## config.mk

```make
export PLATFORM = sky130hd
export DESIGN_NAME = graph_eval_scheduler
export DESIGN_NICKNAME = d
export VERILOG_FILES = /design/src/rtl/graph_eval_scheduler.sv
export SDC_FILE = /design/constraint.sdc
export NUM_CORES = 1
export LEC_CHECK = 0
export BUFFER_PORTS_ARGS = -buffer_cell sky130_fd_sc_hd__buf_2
export CAP_MARGIN = 10
export CORE_MARGIN = 4
export CORE_UTILIZATION = 53
export CTS_CLUSTER_SIZE = 40
export DETAILED_ROUTE_END_ITERATION = 10
export HOLD_SLACK_MARGIN = 0.15
export MAX_ROUTING_LAYER = met4
export PLACE_DENSITY = 0.84
export SLEW_MARGIN = 25
export SYNTH_ARGS = -nofsm -noshare
export SYNTH_HDL_FRONTEND = slang
export SYNTH_SLANG_ARGS = --single-unit
```

## constraint.sdc

```tcl
create_clock -name clk -period 2.8 [get_ports clk]
set_input_delay 0.28 -clock clk [delete_from_list [all_inputs] [get_ports clk]]
set_output_delay 0.28 -clock clk [all_outputs]
set_load 0.01 [all_outputs]
```

## src/rtl/graph_eval_scheduler.sv

```systemverilog
// -----------------------------------------------------------------------------
// graph_eval_scheduler
//
// Steps one shared function evaluator across every display column for both
// graph slots and writes each result into the plotter's column sample buffer.
// The plotter then reads stored samples and does no per-pixel arithmetic.
//
// A sweep visits (col 0, slot 0), (col 0, slot 1), (col 1, slot 0), ... up to
// (NUM_COLS-1, slot 1). Slots whose latched type is 2'b11 are skipped in a
// single cycle. Every enabled slot issues one req/ack transaction. If the
// evaluator does not answer within TIMEOUT cycles, a marker sample is written
// and a sticky flag is raised.
//
// Ports
//   clk, reset         system clock, asynchronous active-high reset
//   start              single-cycle pulse: begin or restart a sweep
//   graph1_type        slot-0 function type (2'b11 = unused), latched on start
//   graph2_type        slot-1 function type (2'b11 = unused), latched on start
//   eval_req           request to the shared evaluator
//   eval_slot          slot being evaluated (0 = graph1, 1 = graph2)
//   eval_x             signed x = col - NUM_COLS/2
//   eval_ack           evaluator result valid this cycle
//   eval_result        signed evaluator result
//   wr_en              sample buffer write strobe
//   wr_slot, wr_col    sample buffer address
//   wr_data            sample value
//   busy               sweep in progress
//   done               one-cycle pulse at sweep completion
//   timeout_flag       sticky: a request timed out during this sweep
// -----------------------------------------------------------------------------
module graph_eval_scheduler #(
  parameter int NUM_COLS = 96,
  parameter int COL_BITS = 7,
  parameter int Y_BITS   = 16,
  parameter int TIMEOUT  = 64
) (
  input  logic                     clk,
  input  logic                     reset,
  input  logic                     start,
  input  logic [1:0]               graph1_type,
  input  logic [1:0]               graph2_type,
  output logic                     eval_req,
  output logic                     eval_slot,
  output logic signed [7:0]        eval_x,
  input  logic                     eval_ack,
  input  logic signed [Y_BITS-1:0] eval_result,
  output logic                     wr_en,
  output logic                     wr_slot,
  output logic [COL_BITS-1:0]      wr_col,
  output logic signed [Y_BITS-1:0] wr_data,
  output logic                     busy,
  output logic                     done,
  output logic                     timeout_flag
);

  localparam int                       CNT_W          = $clog2(TIMEOUT + 1);
  localparam logic [COL_BITS-1:0]      LAST_COL       = COL_BITS'(NUM_COLS - 1);
  localparam logic [CNT_W-1:0]         CNT_MAX        = CNT_W'(TIMEOUT - 1);
  localparam logic signed [7:0]        X_OFFSET       = 8'(NUM_COLS / 2);
  localparam logic signed [Y_BITS-1:0] TIMEOUT_SAMPLE = {1'b1, {(Y_BITS-1){1'b0}}};
  localparam logic [1:0]               TYPE_UNUSED    = 2'b11;

  typedef enum logic [1:0] {
    S_IDLE  = 2'd0,
    S_CHECK = 2'd1,
    S_REQ   = 2'd2,
    S_WRITE = 2'd3
  } state_t;

  state_t                     r_state;
  state_t                     w_next_state;
  logic [COL_BITS-1:0]        r_col;
  logic                       r_slot;
  logic [1:0]                 r_type1;
  logic [1:0]                 r_type2;
  logic [CNT_W-1:0]           r_cnt;
  logic signed [Y_BITS-1:0]   r_wr_data;
  logic                       r_timeout;
  logic                       r_done;

  logic                       w_slot_unused;
  logic                       w_last;
  logic                       w_advance;
  logic                       w_capture;
  logic                       w_expire;
  logic                       w_cnt_inc;
  logic                       w_done_set;
  logic signed [7:0]          w_x;

  assign w_slot_unused = ((r_slot ? r_type2 : r_type1) == TYPE_UNUSED);
  // The final position of a sweep is the last column, second slot.
  assign w_last        = (r_col == LAST_COL) && r_slot;
  assign w_done_set    = w_advance && w_last;
  assign w_x           = $signed(8'(r_col)) - X_OFFSET;

  always_comb begin
    w_next_state = r_state;
    w_advance    = 1'b0;
    w_capture    = 1'b0;
    w_expire     = 1'b0;
    w_cnt_inc    = 1'b0;

    case (r_state)
      S_IDLE: w_next_state = S_IDLE;
      S_CHECK: begin
        if (w_slot_unused) begin
          w_advance    = 1'b1;
          w_next_state = w_last ? S_IDLE : S_CHECK;
        end else begin
          w_next_state = S_REQ;
        end
      end
      S_REQ: begin
        if (eval_ack) begin
          w_capture    = 1'b1;
          w_next_state = S_WRITE;
        end else if (r_cnt == CNT_MAX) begin
          w_expire     = 1'b1;
          w_next_state = S_WRITE;
        end else begin
          w_cnt_inc    = 1'b1;
        end
      end
      S_WRITE: begin
        w_advance    = 1'b1;
        w_next_state = w_last ? S_IDLE : S_CHECK;
      end
      default: w_next_state = S_IDLE;
    endcase

    // start overrides everything: an in-flight request is abandoned (its ack,
    // if any, is ignored) and the sweep restarts through CHECK, so eval_req is
    // low for at least one cycle before the next request.
    if (start) begin
      w_next_state = S_CHECK;
      w_advance    = 1'b0;
      w_capture    = 1'b0;
      w_expire     = 1'b0;
      w_cnt_inc    = 1'b0;
    end

    // Address outputs are qualified by their strobes so that they read zero
    // whenever no transaction is in progress.
    eval_req     = (r_state == S_REQ);
    eval_slot    = eval_req && r_slot;
    eval_x       = eval_req ? w_x : 8'sd0;
    wr_en        = (r_state == S_WRITE);
    wr_slot      = wr_en && r_slot;
    wr_col       = wr_en ? r_col : '0;
    wr_data      = r_wr_data;
    busy         = (r_state != S_IDLE);
    done         = r_done;
    timeout_flag = r_timeout;
  end

  always_ff @(posedge clk or posedge reset) begin
    if (reset) begin
      r_state   <= S_IDLE;
      r_col     <= '0;
      r_slot    <= 1'b0;
      r_type1   <= 2'b00;
      r_type2   <= 2'b00;
      r_cnt     <= '0;
      r_wr_data <= '0;
      r_timeout <= 1'b0;
      r_done    <= 1'b0;
    end else begin
      r_state <= w_next_state;
      r_done  <= w_done_set;
      if (start) begin
        r_type1   <= graph1_type;
        r_type2   <= graph2_type;
        r_col     <= '0;
        r_slot    <= 1'b0;
        r_timeout <= 1'b0;
        r_cnt     <= '0;
      end else begin
        // The counter holds the number of unanswered REQ cycles so far and
        // is zero whenever a request is not pending.
        r_cnt <= w_cnt_inc ? r_cnt + CNT_W'(1) : '0;
        if (w_capture) begin
          r_wr_data <= eval_result;
        end
        if (w_expire) begin
          r_wr_data <= TIMEOUT_SAMPLE;
          r_timeout <= 1'b1;
        end
        if (w_advance) begin
          if (!r_slot) begin
            r_slot <= 1'b1;
          end else begin
            r_slot <= 1'b0;
            r_col  <= w_last ? '0 : r_col + COL_BITS'(1);
          end
        end
      end
    end
  end

endmodule

```

==> flow_metrics.env, run 1 <==
export IMPL_status="completed"
export IMPL_fin_nets=272
export IMPL_n_fill_cell=252
export IMPL_grt_first_pass_wirelength_mm=6.23
export IMPL_post_dp_hpwl_mm=2.78
export IMPL_grt_pass1_vias=1404
export IMPL_end_kind="output port"
export IMPL_area_growth_pct=28.4
export IMPL_antennaDiodeCount=0
export IMPL_synth_nets=199
export IMPL_setup_viol=0
export IMPL_clock_latency_ns=0.33
export IMPL_fp_dieArea_sq_um=4490
export IMPL_rsz0062_at_grt="no"
export IMPL_relSlewSlack=0.571
export IMPL_overflow=0
export IMPL_worstHoldPathType="in2reg"
export IMPL_pre_cts_slack_ns=1.10
export IMPL_synth_warnings=0
export IMPL_cpPeakStageDelay_ns=0.59
export IMPL_routedWlPerCell_um=14.3
export IMPL_path_class="reg2out"
export IMPL_dp_cells=270
export IMPL_grt_max_degree=24
export IMPL_crit_required_ns=2.52
export IMPL_remaining_drc_errors=0
export IMPL_tritoncts="yes"
export IMPL_synth_edf_count=0
export IMPL_vdd_drop_max_uv=330
export IMPL_clk_path_buf_depth=2
export IMPL_htreeDepth=2
export IMPL_post_route_util=0.710
export IMPL_finalWorstPathRequiredPeriod_ns=2.05
export IMPL_finalWorstSetupSlack_ns=0.754
export IMPL_cp_cell_sequence="nand2b_1 -> inv_1 -> and2_1 -> buf_2"
export IMPL_gp_congestion=0.872
export IMPL_routed_wirelength_mm=4.15
export IMPL_cts_root_buf="clkbuf_4"
export IMPL_antenna_found_initial=0
export IMPL_final_max_slew_viol_count=0
export IMPL_pwr_density_cell_nw_per_um2=688
export IMPL_cp_max_fo=16
export IMPL_pin_count=62
export IMPL_synth_top_flop_cell="dfrtp_1"
export IMPL_fin_crit_sh=0.731
export IMPL_cts_sinks=39
export IMPL_initial_core_util=0.553
export IMPL_coreArea_sq_um=3340
export IMPL_antenna_left=0
export IMPL_drt_pass1_iterations=6
export IMPL_fin_skew_ns=0.00595
export IMPL_syn_area_sq_um=1840
export IMPL_cts_repair_resized=0
export IMPL_synthTopCellsByArea="dfrtp_1 53%, a22o_1 7.1%, and3_1 4.4%"
export IMPL_max_freq_ghz=0.489
export IMPL_hold_violations=0
export IMPL_drv_cap=0
export IMPL_cts_buffers=5
export IMPL_leakage_uw=0.00127
export IMPL_critPathSlowestCell="dfrtp_1"
export IMPL_drive_above_1_share=0.318
export IMPL_die_w_um=67.0
export IMPL_vias=1530
export IMPL_ys_ff_latch=39
export IMPL_syn_inst=171
export IMPL_post_cts_setup_buffers=0
export IMPL_async_flop_share=1.00
export IMPL_grt_usage=0.191
export IMPL_synth_top_cell_by_area="dfrtp_1"
export IMPL_via_per_inst=5.26
export IMPL_tightest_slew_ns=0.643
export IMPL_syn_area_per_cell_sq_um=10.8
export IMPL_ys_types=40
export IMPL_rows=21
export IMPL_setup_tns_final_ns=0
export IMPL_path_clk_slew_ns=0.11
export IMPL_fp_dieH_um=67.0
export IMPL_fin_cells=291
export IMPL_drt_initial_drc_count=62
export IMPL_crit_path_start_kind="flip-flop"
export IMPL_port_buffers=61
export IMPL_worst_hold_slack_ns=0.171
export IMPL_cp_arrival_ns=1.77
export IMPL_yosysSeqAreaShare=0.529
export IMPL_synth_top_area_frac=0.529
## per-stage QoR
step	area (sq um)	total power, uW
final	2370	1630
after global routing	2370	1740
after CTS	2270	1620
after detailed placement	2160	1250
after global placement	2160	1240
after floorplan	1840	1060
## per-layer routing
| metal | global-route usage | wire length (um) | vias up |
|---|---|---|---|
| li1 | - | - | 753 |
| met2 | 0.307 | 2060 | 61 |
| met3 | 0.0556 | 265 | 2 |
| met4 | 0.0658 | 27 | 0 |
| met1 | 0.229 | 1800 | 714 |
| met5 | - | 0 | - |
## flip-flops by register name (all words and copies together) (netlist names)
register / flops
r_col: 7
done: 1
r_slot: 1
r_type1: 2
r_type2: 2
wr_data: 16
r_state: 2
timeout_flag: 1
r_cnt: 7
## critical path, delay by kind of cell, from the launching register on
family | cells | cell delay (ns)
buf+inv | 2 | 0.31
simple gates | 2 | 0.53
flops | 1 | 0.59
## cells by family after synthesis
kind of cell,after synthesis,synth area share
buf+inv,16,0.0454
flops,39,0.529
fa+ha+maj,4,0.0271
compound gates,35,0.140
xor+xnor,7,0.0332
mux,6,0.0353
simple gates,64,0.189
## synthesized netlist by cell type (3+ instances only)
cell,number
nand3_1,5
nor2_1,19
inv_1,7
a21oi_1,9
a22o_1,15
o31ai_1,3
clkbuf_1,4
ha_1,4
dfrtp_1,39
nand2_1,5
xnor2_1,4
mux2_2,4
and3_1,13
xor2_1,3
and2_1,7
nor3_1,3
## repair_timing
item	in CTS	in global routing
hold endpoints to repair	18	10
hold buffers	3	10
endpoints found under the setup margin	0	0
## cells in the final DEF (no fill, tap or decap), types with 5 or more instances in the layout
master and instances:
dlygate4sd3_1 13, nand2_1 5, a21oi_1 9, buf_2 61
nand3_1 5, clkbuf_4 5, nor2_1 19, dfrtp_1 39
a22o_1 15, and3_1 13, inv_1 7, and2_1 7
## worst paths after layout
| path | startpoint | endpoint | slack [ns] | cells after the start |
|---|---|---|---|---|
| max | r_state[0]$_DFFE_PP0P_ | eval_slot | 0.75 | 4 |
| min | eval_result[1] | wr_data[1]$_DFFE_PP0P_ | 0.17 | 2 |
| max reg2reg | r_cnt[0]$_DFF_PP0_ | wr_data[11]$_DFFE_PP0P_ | 1.07 | 4 |
| min reg2reg | r_cnt[0]$_DFF_PP0_ | r_cnt[0]$_DFF_PP0_ | 0.47 | 1 |
| max in group asynchronous | reset | r_cnt[0]$_DFF_PP0_ | 1.53 | 4 |
| min in group asynchronous | reset | wr_data[3]$_DFFE_PP0P_ | 0.55 | 3 |
## power by group
| group | internal [uW] | switching [uW] | total, uW |
|---|---|---|---|
| logic | 231 | 238 | 470 |
| clock network | 188 | 177 | 365 |
| registers | 694 | 101 | 795 |
| total | 1110 | 516 | 1630 |
## cell type report
cell class                 instances  area, sq um  area share
clock buffer                       5         37.5      0.0158
clock inverter                     3         43.8      0.0185
inverter                           7         26.3      0.0111
multi-input combinational        116          785       0.331
sequential                        39          976       0.412
tap                               46         57.6      0.0243
timing repair buffer              75          443       0.187
No activity file was read; power rests on OpenSTA's default activity.
==> run 2: changes to the inputs <==
--- a/config.mk
+++ b/config.mk
@@ -5,15 +5,16 @@
 export SDC_FILE = /design/constraint.sdc
 export NUM_CORES = 1
 export LEC_CHECK = 0
+export ABC_AREA = 1
 export BUFFER_PORTS_ARGS = -buffer_cell sky130_fd_sc_hd__buf_2
 export CAP_MARGIN = 10
 export CORE_MARGIN = 4
-export CORE_UTILIZATION = 53
+export CORE_UTILIZATION = 45
 export CTS_CLUSTER_SIZE = 40
 export DETAILED_ROUTE_END_ITERATION = 10
 export HOLD_SLACK_MARGIN = 0.15
 export MAX_ROUTING_LAYER = met4
-export PLACE_DENSITY = 0.84
+export PLACE_DENSITY = 0.76
 export SLEW_MARGIN = 25
 export SYNTH_ARGS = -nofsm -noshare
 export SYNTH_HDL_FRONTEND = slang
==> constraint.sdc (replaced) <==
create_clock -name clk -period 1.75 [get_ports clk]
set_input_delay 0.175 -clock clk [delete_from_list [all_inputs] [get_ports clk]]
set_output_delay 0.175 -clock clk [all_outputs]
set_load 0.01 [all_outputs]
==> flow_metrics.env, run 2 <==
export IMPL_initial_core_util=0.475
export IMPL_ys_ff_latch=39
export IMPL_synthTopCellsByArea="dfrtp_1 50%, nand3_1 13%, nand2_1 11%"
export IMPL_tightest_slew_ns=0.484
export IMPL_netSwitchingFraction=0.342
export IMPL_hp_start="eval_result[15]"
export IMPL_cp_arrival_ns=1.49
export IMPL_remaining_drc_errors=0
export IMPL_rsz0062_at_grt="no"
export IMPL_vdd_drop_max_uv=731
export IMPL_pwr_density_cell_nw_per_um2=1010
export IMPL_synth_top_cell_by_area="dfrtp_1"
export IMPL_post_route_util=0.627
export IMPL_area_growth_pct=31.9
export IMPL_die_w_um=73.9
export IMPL_yosysSeqAreaShare=0.499
export IMPL_grt_pass1_vias=1725
export IMPL_drt_pass1_iterations=4
export IMPL_status="completed"
export IMPL_post_cts_setup_buffers=0
export IMPL_syn_inst=237
export IMPL_cts_root_buf="clkbuf_8"
export IMPL_largest_reg_flops=16
export IMPL_cts_buffers=5
export IMPL_routed_wirelength_mm=4.75
export IMPL_cts_sinks=39
export IMPL_cp_cell_sequence="nor2_4 -> inv_1 -> a211oi_1 -> buf_2"
export IMPL_r2r_start="r_col[0]$_DFFE_PP0P_"
export IMPL_drive_above_1_share=0.259
export IMPL_fin_skew_ns=0.00722
export IMPL_path_class="reg2out"
export IMPL_synth_top_area_frac=0.499
export IMPL_final_cell_mix="61 x buf_2, 55 x nand2_1, 51 x nand3_1"
export IMPL_vias=1851
export IMPL_max_freq_ghz=0.601
export IMPL_finalWorstSetupSlack_ns=0.0871
export IMPL_crit_path_start_kind="flip-flop"
export IMPL_relSlewSlack=0.678
export IMPL_gp_congestion=0.885
export IMPL_htreeDepth=2
export IMPL_rr_worst_depth=5
export IMPL_synth_cells_most_frequent="55 x nand2_1, 51 x nand3_1, 39 x dfrtp_1"
export IMPL_crit_required_ns=1.57
export IMPL_post_synth_top_count_cell="nand2_1"
export IMPL_p_sw_uw=891
export IMPL_fp_dieArea_sq_um=5460
export IMPL_post_dp_hpwl_mm=3.24
export IMPL_worstHoldPathType="in2reg"
export IMPL_regArea_sq_um=976
export IMPL_syn_area_sq_um=1960
export IMPL_final_max_slew_viol_count=0
export IMPL_p_clk_frac=0.228
export IMPL_synth_edf_count=0
export IMPL_p_seq_frac=0.481
export IMPL_antenna_found_initial=0
export IMPL_rows=23
export IMPL_cpPeakStageDelay_ns=0.47
export IMPL_hold_violations=0
export IMPL_drt_initial_drc_count=116
export IMPL_tritoncts="yes"
export IMPL_fin_crit_sh=0.950
export IMPL_whs_endpoint="wr_data[15]$_DFFE_PP0P_"
export IMPL_fin_nets=348
export IMPL_end_kind="output port"
export IMPL_n_fill_cell=357
export IMPL_drv_cap=0
export IMPL_overflow=0
export IMPL_port_buffers=61
export IMPL_antenna_left=0
export IMPL_synth_top_flop_cell="dfrtp_1"
export IMPL_setup_viol=0
export IMPL_regToRegSetupSlack_ns=0.22
export IMPL_syn_area_per_cell_sq_um=8.25
export IMPL_synth_nets=265
export IMPL_finalWorstPathRequiredPeriod_ns=1.66
export IMPL_whs_path_depth=3
export IMPL_path_clk_slew_ns=0.08
export IMPL_power_internal_uw=1710
export IMPL_coreArea_sq_um=4120
export IMPL_grt_first_pass_wirelength_mm=7.86
export IMPL_setup_tns_final_ns=0
export IMPL_regToRegEndpoint="done$_DFF_PP0_"
export IMPL_leakage_uw=0.00144
export IMPL_routedWlPerCell_um=12.8
export IMPL_final_common_cell="buf_2"
export IMPL_pre_cts_slack_ns=0.226
export IMPL_fp_dieH_um=73.9
export IMPL_grt_usage=0.191
export IMPL_grt_max_degree=40
export IMPL_via_per_inst=4.99
export IMPL_async_flop_share=1.00
export IMPL_clock_latency_ns=0.29
export IMPL_clk_path_buf_depth=2
export IMPL_antennaDiodeCount=0
export IMPL_synth_warnings=0
export IMPL_critPathSlowestCell="dfrtp_1"
export IMPL_pin_count=62
export IMPL_ys_types=31
export IMPL_multi_input_area_sq_um=851
export IMPL_combPwrFrac=0.292
export IMPL_cp_max_fo=8
==> run 2: changes by cell type after synthesis, moves of 3 or more <==
cell / before / now
inv_1: 7 / 19
nand2_1: 5 / 55
xnor2_1: 4 / 1
and3_1: 13 / 0
a22o_1: 15 / 0
nand2_4: 0 / 3
nand3_1: 5 / 51
clkbuf_1: 4 / 1
o31ai_1: 3 / 0
and2_1: 7 / 0
a21oi_1: 9 / 5
nor2_1: 19 / 31
mux2_2: 4 / 0
==> run 2: power groups by stage <==
stage,combinational (uW),sequential (uW),clock (uW)
after global routing,839,1280,650
after floorplan,329,1340,0
final,759,1250,593
after detailed placement,733,1250,0
after global placement,700,1260,0
after CTS,762,1250,607
==> run 2: cells by family after synthesis <==
logic type | Yosys count | synth area share
and+or+nand+nor | 149 | 0.353
DFF | 39 | 0.499
buffers and inverters | 29 | 0.0659
AOI/OAI and AO/OA | 12 | 0.0384
xor gates and xnor gates | 4 | 0.0179
adders and majority gates | 4 | 0.0256
==> run 2: routing by layer <==
metal	track usage	up-vias	wire, um
li1	-	931	-
met1	0.251	845	2120
met2	0.289	63	2260
met3	0.0451	12	273
met4	0.0644	0	99
met5	-	-	0
==> run 2: stage by stage <==
step	hold WS (ns)	std cells	power, uW	area (sq um)
6_report	0.157	371	2600	2580
3_5_place_dp	0.326	343	1990	2290
3_3_place_gp	0.316	343	1960	2290
2_1_floorplan	0.287	237	1660	1960
5_1_grt	0.166	371	2770	2580
4_1_cts	0.152	371	2620	2580
==> run 2: what timing repair did <==
item                                   in CTS  in global routing
hold buffers                               20                  0
resized for setup                           0                  0
setup endpoints to repair                   0                  0
endpoints found under the hold margin      58                  0
==> run 2: worst max-delay path by stage <==
stage | start | end | slack, ns | depth (start not counted)
after floorplan | r_cnt[0]$_DFF_PP0_ | wr_data[0]$_DFFE_PP0P_ | 0.43 | 9
after global placement | r_col[0]$_DFFE_PP0P_ | done$_DFF_PP0_ | 0.25 | 5
after detailed placement | r_col[0]$_DFFE_PP0P_ | done$_DFF_PP0_ | 0.23 | 5
after CTS | r_state[0]$_DFFE_PP0P_ | eval_x[7] | 0.08 | 4
after global routing | r_state[0]$_DFFE_PP0P_ | eval_x[7] | 0.002 | 4
final | r_state[0]$_DFFE_PP0P_ | eval_x[7] | 0.09 | 4
==> run 2: area by class of cell <==
type                            instances  area share
Sequential cell                        39       0.378
Clock inverter                          2     0.00485
Timing Repair Buffer                   83       0.202
Multi-Input combinational cell        169       0.330
Tap cell                               50      0.0242
Inverter                               22      0.0330
Clock buffer                            6      0.0281
==> run 2: critical path, delay by kind of cell, from the launching register on <==
family                 cells  cell delay (ns)
and+or+nand+nor            1             0.21
buffers and inverters      2             0.33
DFF                        1             0.47
AOI/OAI and AO/OA          1             0.19
==> run 3: changes to the inputs <==
--- a/config.mk
+++ b/config.mk
@@ -9,12 +9,13 @@
 export BUFFER_PORTS_ARGS = -buffer_cell sky130_fd_sc_hd__buf_2
 export CAP_MARGIN = 10
 export CORE_MARGIN = 4
-export CORE_UTILIZATION = 45
+export CORE_UTILIZATION = 30
 export CTS_CLUSTER_SIZE = 40
 export DETAILED_ROUTE_END_ITERATION = 10
+export GPL_TIMING_DRIVEN = 0
 export HOLD_SLACK_MARGIN = 0.15
 export MAX_ROUTING_LAYER = met4
-export PLACE_DENSITY = 0.76
+export PLACE_DENSITY_LB_ADDON = 0.3
 export SLEW_MARGIN = 25
 export SYNTH_ARGS = -nofsm -noshare
 export SYNTH_HDL_FRONTEND = slang
==> flow_metrics.env, run 3 (synthesis gave the netlist of run 2 again) <==
export IMPL_status="completed"
export IMPL_cp_arrival_ns=1.48
export IMPL_fin_cells=404
export IMPL_clk_path_buf_depth=2
export IMPL_fin_skew_ns=0.00544
export IMPL_path_class="reg2out"
export IMPL_cpPeakStageDelay_ns=0.46
export IMPL_antenna_found_initial=0
export IMPL_area_growth_pct=36.7
export IMPL_end_kind="output port"
export IMPL_crit_path_start_kind="flip-flop"
export IMPL_dp_cells=374
export IMPL_overflow=0
export IMPL_leakage_uw=0.00147
export IMPL_drt_pass1_iterations=4
export IMPL_drv_cap=0
export IMPL_via_per_inst=4.56
export IMPL_finalWorstPathRequiredPeriod_ns=1.65
export IMPL_tritoncts="yes"
export IMPL_pin_count=62
export IMPL_cts_root_buf="clkbuf_8"
export IMPL_drive_above_1_share=0.272
export IMPL_max_freq_ghz=0.606
export IMPL_remaining_drc_errors=0
export IMPL_largest_reg_flops=16
export IMPL_critPathSlowestCell="dfrtp_1"
export IMPL_drt_initial_drc_count=85
export IMPL_die_w_um=88.7
export IMPL_final_max_slew_viol_count=0
export IMPL_rows=29
export IMPL_final_common_cell="buf_2"
export IMPL_setup_viol=0
export IMPL_port_buffers=59
export IMPL_routed_wirelength_mm=4.80
export IMPL_vdd_drop_max_uv=608
export IMPL_grt_max_degree=30
export IMPL_hold_violations=0
export IMPL_clock_latency_ns=0.29
export IMPL_grt_pass1_vias=1757
export IMPL_cts_sinks=39
export IMPL_final_cell_mix="61 x buf_2, 55 x nand2_1, 51 x nand3_1"
export IMPL_path_clk_slew_ns=0.08
export IMPL_setup_tns_final_ns=0
export IMPL_cts_buffers=5
export IMPL_post_dp_hpwl_mm=3.46
export IMPL_cp_max_fo=7
export IMPL_pwr_density_cell_nw_per_um2=973
export IMPL_routedWlPerCell_um=11.9
export IMPL_fin_crit_sh=0.943
export IMPL_initial_core_util=0.308
export IMPL_coreArea_sq_um=6350
export IMPL_fp_dieArea_sq_um=7870
export IMPL_htreeDepth=2
export IMPL_critPathBufInv=3
export IMPL_antennaDiodeCount=0
export IMPL_grt_usage=0.137
export IMPL_antenna_left=0
export IMPL_fin_nets=354
export IMPL_crit_required_ns=1.57
export IMPL_worstHoldPathType="in2reg"
export IMPL_vias=1843
export IMPL_gp_congestion=0.868
export IMPL_cp_cell_sequence="nor2_4 -> clkinvlp_4 -> buf_4 -> nor2_1 -> buf_2"
export IMPL_relSlewSlack=0.711
export IMPL_grt_first_pass_wirelength_mm=8.20
export IMPL_tightest_slew_ns=0.434
export IMPL_fp_dieH_um=88.7
export IMPL_cp_top_family="flip-flops"
-- run 3: cell types whose count changed in the layout (fill, tap and decap cells not counted), sizes merged --
cell / before / now
clkbuf: 6 / 8
inv: 22 / 21
buf: 63 / 67
dlygate4sd3: 20 / 21
-- run 3: power breakdown --
group / switching, uW / total [uW] / internal [uW]
logic: 425 / 758 / 333
clock network: 304 / 584 / 280
registers: 148 / 1260 / 1110
total: 877 / 2600 / 1720
-- run 3: layout make-up --
class | count | area (sq um)
clock inverters | 1 | 5.00
repair buffers | 82 | 533
clock buffers | 7 | 76.3
fillers | 632 | 3680
multi-input cells | 169 | 853
inverters | 22 | 88.8
flip-flops and latches | 39 | 977
well taps | 77 | 96.3
plain buffers | 7 | 43.8
-- run 3: repair_timing --
| action | 4_1_cts | 5_1_grt |
|---|---|---|
| setup endpoints to repair | 0 | 3 |
| resized for setup | 0 | 3 |
| hold endpoints to repair | 59 | 0 |
| buffers inserted | 0 | 1 |
| hold buffers | 21 | 0 |
-- run 3: worst paths after layout --
path,from,endpoint,slack [ns],depth (start not counted)
worst max register to register,r_col[0]$_DFFE_PP0P_,done$_DFF_PP0_,0.24,5
min in group asynchronous,reset,r_col[6]$_DFFE_PP0P_,0.36,3
max in group asynchronous,reset,r_col[4]$_DFFE_PP0P_,0.94,4
worst max-delay path,r_state[0]$_DFFE_PP0P_,eval_x[3],0.1,5
worst min register to register,r_cnt[0]$_DFF_PP0_,r_cnt[0]$_DFF_PP0_,0.47,1
worst min-delay path,eval_result[15],wr_data[15]$_DFFE_PP0P_,0.17,3
-- run 3: stage by stage --
step	worst slack, ns	utilization	power, uW	hold WS [ns]	cell area [sq um]
2_1_floorplan	0.427	-	1660	0.287	1960
3_3_place_gp	0.101	0.370	1980	0.374	2350
3_5_place_dp	0.150	0.373	2000	0.128	2370
4_1_cts	0.0679	0.419	2630	0.160	2660
5_1_grt	-0.00844	0.421	2780	0.168	2670
6_report	0.0993	0.421	2600	0.170	2670
-- run 3: worst min-delay path, stage by stage --
cell	delay (ns)
buf_2	0.08
nor2_1	0.04
a31oi_2	0.12
-- run 3: routing by layer --
layer  wire length, um  GRT usage  vias to the layer above
met1              2240      0.174                      836
met2              2180      0.220                       60
li1                  -          -                      942
met3               323     0.0326                        5
met5                 0          -                        -
met4                59     0.0385                        0
